### src/rtl/bus_transfer_ctrl.sv
// Destination-side controller for the shared main bus: drives one one-hot source enable,
// captures the bus value and delivers it to an ALU operand latch, the register bank or memory.
module bus_transfer_ctrl #(
  parameter int DATA_W  = 32,
  parameter int TIMEOUT = 15
) (
  input  logic              clk,
  input  logic              rst_n,
  input  logic              req_valid,
  output logic              req_ready,
  input  logic [1:0]        req_src,
  input  logic [1:0]        req_dst,
  input  logic [4:0]        req_rd_addr,
  output logic              src_alu,
  output logic              src_register_bank,
  output logic              src_decoder,
  output logic              src_memory,
  input  logic [DATA_W-1:0] bus_in,
  input  logic              mem_ack,
  output logic [DATA_W-1:0] alu_a_q,
  output logic [DATA_W-1:0] alu_b_q,
  output logic              rb_we,
  output logic [4:0]        rb_waddr,
  output logic              mem_we,
  output logic [DATA_W-1:0] wdata,
  output logic              done,
  output logic              err
);

  localparam int CNT_W = (TIMEOUT < 2) ? 1 : $clog2(TIMEOUT);
  localparam logic [CNT_W-1:0] CNT_LAST = CNT_W'(TIMEOUT - 1);

  localparam logic [1:0] SRC_ALU = 2'd0;
  localparam logic [1:0] SRC_RB  = 2'd1;
  localparam logic [1:0] SRC_DEC = 2'd2;
  localparam logic [1:0] SRC_MEM = 2'd3;
  localparam logic [1:0] DST_A   = 2'd0;
  localparam logic [1:0] DST_B   = 2'd1;
  localparam logic [1:0] DST_RB  = 2'd2;
  localparam logic [1:0] DST_MEM = 2'd3;

  typedef enum logic [1:0] {IDLE, DRIVE, WRITE, FIN} state_t;

  state_t           state, state_nxt;
  logic [1:0]       src_q, dst_q;
  logic             err_q;
  logic [CNT_W-1:0] wait_cnt;
  logic             wait_expired;

  assign wait_expired = (wait_cnt == CNT_LAST) && !mem_ack;

  always_ff @(posedge clk or negedge rst_n) begin
    if (!rst_n) state <= IDLE;
    else        state <= state_nxt;
  end

  // Enables and strobes are decoded from the state register only, so reset drops them at once.
  always_comb begin
    state_nxt         = state;
    req_ready         = 1'b0;
    src_alu           = 1'b0;
    src_register_bank = 1'b0;
    src_decoder       = 1'b0;
    src_memory        = 1'b0;
    rb_we             = 1'b0;
    mem_we            = 1'b0;
    done              = 1'b0;
    err               = 1'b0;
    case (state)
      IDLE: begin
        req_ready = 1'b1;
        if (req_valid)
          state_nxt = (req_src == SRC_MEM && req_dst == DST_MEM) ? FIN : DRIVE;
      end
      DRIVE: begin
        case (src_q)
          SRC_ALU: src_alu           = 1'b1;
          SRC_RB:  src_register_bank = 1'b1;
          SRC_DEC: src_decoder       = 1'b1;
          default: src_memory        = 1'b1;
        endcase
        if (src_q != SRC_MEM || mem_ack) state_nxt = WRITE;
        else if (wait_expired)           state_nxt = FIN;
      end
      WRITE: begin
        rb_we  = (dst_q == DST_RB);
        mem_we = (dst_q == DST_MEM);
        if (dst_q != DST_MEM || mem_ack || wait_expired) state_nxt = FIN;
      end
      FIN: begin
        done      = 1'b1;
        err       = err_q;
        state_nxt = IDLE;
      end
      default: state_nxt = IDLE;
    endcase
  end

  // Request capture, bus sampling, operand latches and the shared memory wait counter.
  always_ff @(posedge clk or negedge rst_n) begin
    if (!rst_n) begin
      src_q    <= '0;
      dst_q    <= '0;
      rb_waddr <= '0;
      err_q    <= 1'b0;
      wait_cnt <= '0;
      wdata    <= '0;
      alu_a_q  <= '0;
      alu_b_q  <= '0;
    end else begin
      case (state)
        IDLE: begin
          if (req_valid) begin
            src_q    <= req_src;
            dst_q    <= req_dst;
            rb_waddr <= req_rd_addr;
            err_q    <= (req_src == SRC_MEM && req_dst == DST_MEM);
            wait_cnt <= '0;
          end
        end
        DRIVE: begin
          if (src_q != SRC_MEM) begin
            wdata <= bus_in;
          end else if (mem_ack) begin
            wdata    <= bus_in;
            wait_cnt <= '0;
          end else if (wait_expired) begin
            err_q <= 1'b1;
          end else begin
            wait_cnt <= wait_cnt + CNT_W'(1);
          end
        end
        WRITE: begin
          case (dst_q)
            DST_A: alu_a_q <= wdata;
            DST_B: alu_b_q <= wdata;
            DST_MEM: begin
              if (!mem_ack) begin
                if (wait_expired) err_q <= 1'b1;
                else              wait_cnt <= wait_cnt + CNT_W'(1);
              end
            end
            default: ;
          endcase
        end
        default: ;
      endcase
    end
  end

endmodule

### config.mk
export PLATFORM = sky130hd
export DESIGN_NAME = bus_transfer_ctrl
export DESIGN_NICKNAME = d
export VERILOG_FILES = /design/src/rtl/bus_transfer_ctrl.sv
export SDC_FILE = /design/constraint.sdc
export NUM_CORES = 1
export LEC_CHECK = 0
export BUFFER_PORTS_ARGS = -buffer_cell sky130_fd_sc_hd__buf_2
export CAP_MARGIN = 20
export CORE_MARGIN = 8
export CORE_UTILIZATION = 54
export CTS_CLUSTER_SIZE = 25
export DETAILED_ROUTE_END_ITERATION = 10
export GPL_TIMING_DRIVEN = 1
export PLACE_DENSITY = 0.91
export SYNTH_ARGS = -nofsm -noshare
export SYNTH_HDL_FRONTEND = slang
export SYNTH_SLANG_ARGS = --single-unit
### constraint.sdc
create_clock -name clk -period 3.6 [get_ports clk]
set_input_delay 0.18 -clock clk [delete_from_list [all_inputs] [get_ports clk]]
set_output_delay 0.18 -clock clk [all_outputs]
set_load 0.02 [all_outputs]
==> results by group <==
Worst setup path
  • Crit path depth: 5
  • WP data arrival: 2.71 ns
  • Crit end category: flip-flop
  • Worst path cell trace: inv_1, ha_1, nand3b_1, buf_4, mux2_2
  • FF-to-FF path depth: 5
  • CP max-delay cell: nand3b_1
  • Req. time, crit path: 3.85 ns
  • Crit path max fanout: 17
  • Critical path launch point type: flip-flop
  • Critical path class: flip-flop to flip-flop
  • CP bufs+invs: 2
  • CP delay by family, top: buffers and inverters
  • CP peak stage delay: 0.63 ns

Timing
  • RSZ-0062 raised after global routing: no
  • Clk_skew: 0.00949 ns
  • FMAX: 0.406 GHz
  • Final TNS setup: 0 ns
  • Rel. slew slack: 0.402
  • Final Hold Viols: 0
  • Fin crit share: 0.684
  • Post-layout minimum cycle time: 2.46 ns
  • PnR worst setup slack: 1.14 ns
  • Final setup fails: 0
  • Worst-Margin Slew: 0.897 ns
  • Slew Viols, Final: 0

Place
  • DP HPWL: 7.84 mm
  • RD Place Congestion: 0.788
  • Instance area after placement: 0.00540 mm^2
  • # placed instances: 543
  • Port bufs: 154
  • Setup Slack @ Placement: 1.16 ns

Final layout
  • Commonest non-fill, non-tap cell in the layout: buf_2
  • Antenna diode count: 0
  • Core Util, Final: 0.694
  • Most frequent cells in the layout: buf_2 (153), dfrtp_1 (112), mux2_2 (106)
  • Final net count: 503
  • Layout cell share with drive strength beyond 1: 0.629
  • Synthesis-to-layout area growth: 25.5%
  • Fin cells: 561
  • Finished Cell Area: 0.00565 mm^2

Power and ir drop
  • Power density over cell area: 1060 mW/mm^2
  • Combinational share of power: 0.482
  • Max IR drop VDD: 0.000562 V
  • Clock share of power: 0.127
  • Internal power: 3500 uW
  • Seq pwr share: 0.391
  • Switching power: 2490 uW
  • Leakage power: 0.00278 uW
  • Switch share: 0.416

Yosys
  • Top cells by area, synth: dfrtp_1 (62%), mux2_2 (27%), ha_1 (1.9%)
  • Yosys top cell area share: 0.623
  • Sequential cell area fraction in the yosys report: 0.623
  • Post-synth top flop: dfrtp_1
  • FFs w/ async S/R, synth: 1.00
  • Synth Area per Inst: 15.5 um^2
  • Synth cell types: 31
  • Synthesized Nets: 342
  • Number of synthesized flops with an enable pin: 0
  • Synth Cell Area: 0.00450 mm^2
  • Total of warnings raised by yosys: 0
  • Synth Instances: 290
  • Post-synthesis sequential element count: 112
  • Yosys top cell by area: dfrtp_1

Floorplan
  • Die footprint: 0.0115 mm^2
  • Die X: 107 um
  • # IOs: 155
  • Total core area: 0.00813 mm^2
  • Rows: 33
  • Initial core utilization: 0.553
  • DIE HEIGHT: 107 um

CTS
  • TritonCTS buffer count: 9
  • Deepest clock path buffer count: 2
  • Post-CTS resize count: 0
  • Worst skew pair latency: 0.36 ns
  • CTS tree: built
  • H-tree depth: 3
  • Clock-pin slew on the worst setup and hold paths: 0.10 ns
  • Root buffer cell: clkbuf_8
  • Clk sinks: 112

GRT
  • Initial antenna violation count: 0
  • Largest net degree at the start of global routing: 73
  • GRT overflow: 0
  • Number of global-route vias before repair: 3367
  • Total track usage: 0.187
  • First-pass GRT wire length: 17.0 mm

Routing
  • Via count: 2968
  • Via density: 5.29
  • Final WL: 10.5 mm
  • Initial DRC Count: 101
  • Antenna-violating nets left: 0
  • Wire length per cell: 18.7 um
  • Drt first pass iters: 4
  • DR DRC count: 0

Run status
  • Status: finished clean

Run
  • Max_cap viols: 0

Min path
  • Worst hold stages: 2
  • Tightest Hold Check Type: input port to flip-flop
[what timing repair did]
item                                    CTS  global route
setup buffers                             0             0
endpoints found under the setup margin    0             0
hold buffers                              1             0
hold endpoints to repair                 70             0
[logic make-up (layout without fill, tap and decap cells)]
group / count (synthesis) / in the layout / synth area share
adders and majority gates: 7 / 7 / 0.0195
buffers and inverters: 15 / 181 / 0.0153
DFF: 112 / 112 / 0.623
muxes: 106 / 106 / 0.265
AOI/OAI and AO/OA: 25 / 25 / 0.0398
and+or+nand+nor: 25 / 25 / 0.0373
[area by class of cell]
cell class / instances / area, um^2
Clock inverter: 5 / 65.1
Timing Repair Buffer: 160 / 841
Clock buffer: 11 / 141
Multi-Input combinational cell: 163 / 1650
Inverter: 5 / 18.8
Fill cell: 565 / 2490
Sequential cell: 112 / 2800
Tap cell: 105 / 131
[power by group through the flow]
stage	registers [uW]	logic, uW	clock network (uW)
after floorplan	2980	1210	0
after CTS	2340	2900	788
after global routing	2440	3090	836
after global placement	2320	2780	0
final	2340	2890	758
after detailed placement	2370	2890	0
[synth_stat cells (all sizes together), types with 2 or more instances]
master and instances:
nand3b 2, ha 7, nor3b 3, and3b 3, a31oi 4, o21ai 4, mux2 106, dfrtp 112
a21oi 8, nand2 4, buf 10, a211oi 2, inv 5, nor2b 2, nand4 2, nor2 2
and3 2, and2b 2
[worst register-to-register path, stage by stage, from the launching register on]
cell      delay (ns)
dfrtp_1         0.43
inv_1           0.16
ha_1            0.34
nand3b_1        0.63
buf_4           0.47
mux2_2          0.31
[flip-flops by register name, indices dropped and copies added (netlist names)]
register,cells
alu_a_q,32
alu_b_q,32
wdata,32
rb_waddr,5
wait_cnt,4
dst_q,2
src_q,2
state,2
err_q,1
[metrics by stage]
stage,power [uW],hold slack (ns)
2_1_floorplan,4200,-0.116
3_3_place_gp,5110,0.344
3_5_place_dp,5260,0.366
4_1_cts,6040,0.0155
5_1_grt,6360,0.00896
6_report,5990,0.0345
[path summary, 6_finish.rpt]
check                           slack, ns          end        start
worst max-delay path                 1.14  alu_b_q[20]     state[0]
min in group asynchronous            0.47     state[0]        rst_n
worst max register to register       1.14  alu_b_q[20]     state[0]
worst min register to register       0.51  alu_b_q[31]  alu_b_q[31]
worst min-delay path                 0.03     wdata[5]    bus_in[5]
max in group asynchronous            2.26  alu_a_q[11]        rst_n
[metal layers]
metal | up-vias | share of wire | track usage | routed length [um]
li1 | 1372 | - | - | -
met3 | 8 | 0.077 | 0.0695 | 812
met5 | - | 0 | 0 | 0
met4 | 0 | 0.010 | 0.0543 | 106
met1 | 1492 | 0.38 | 0.209 | 4040
met2 | 96 | 0.53 | 0.325 | 5530
Power figures use the tool's default switching activity.
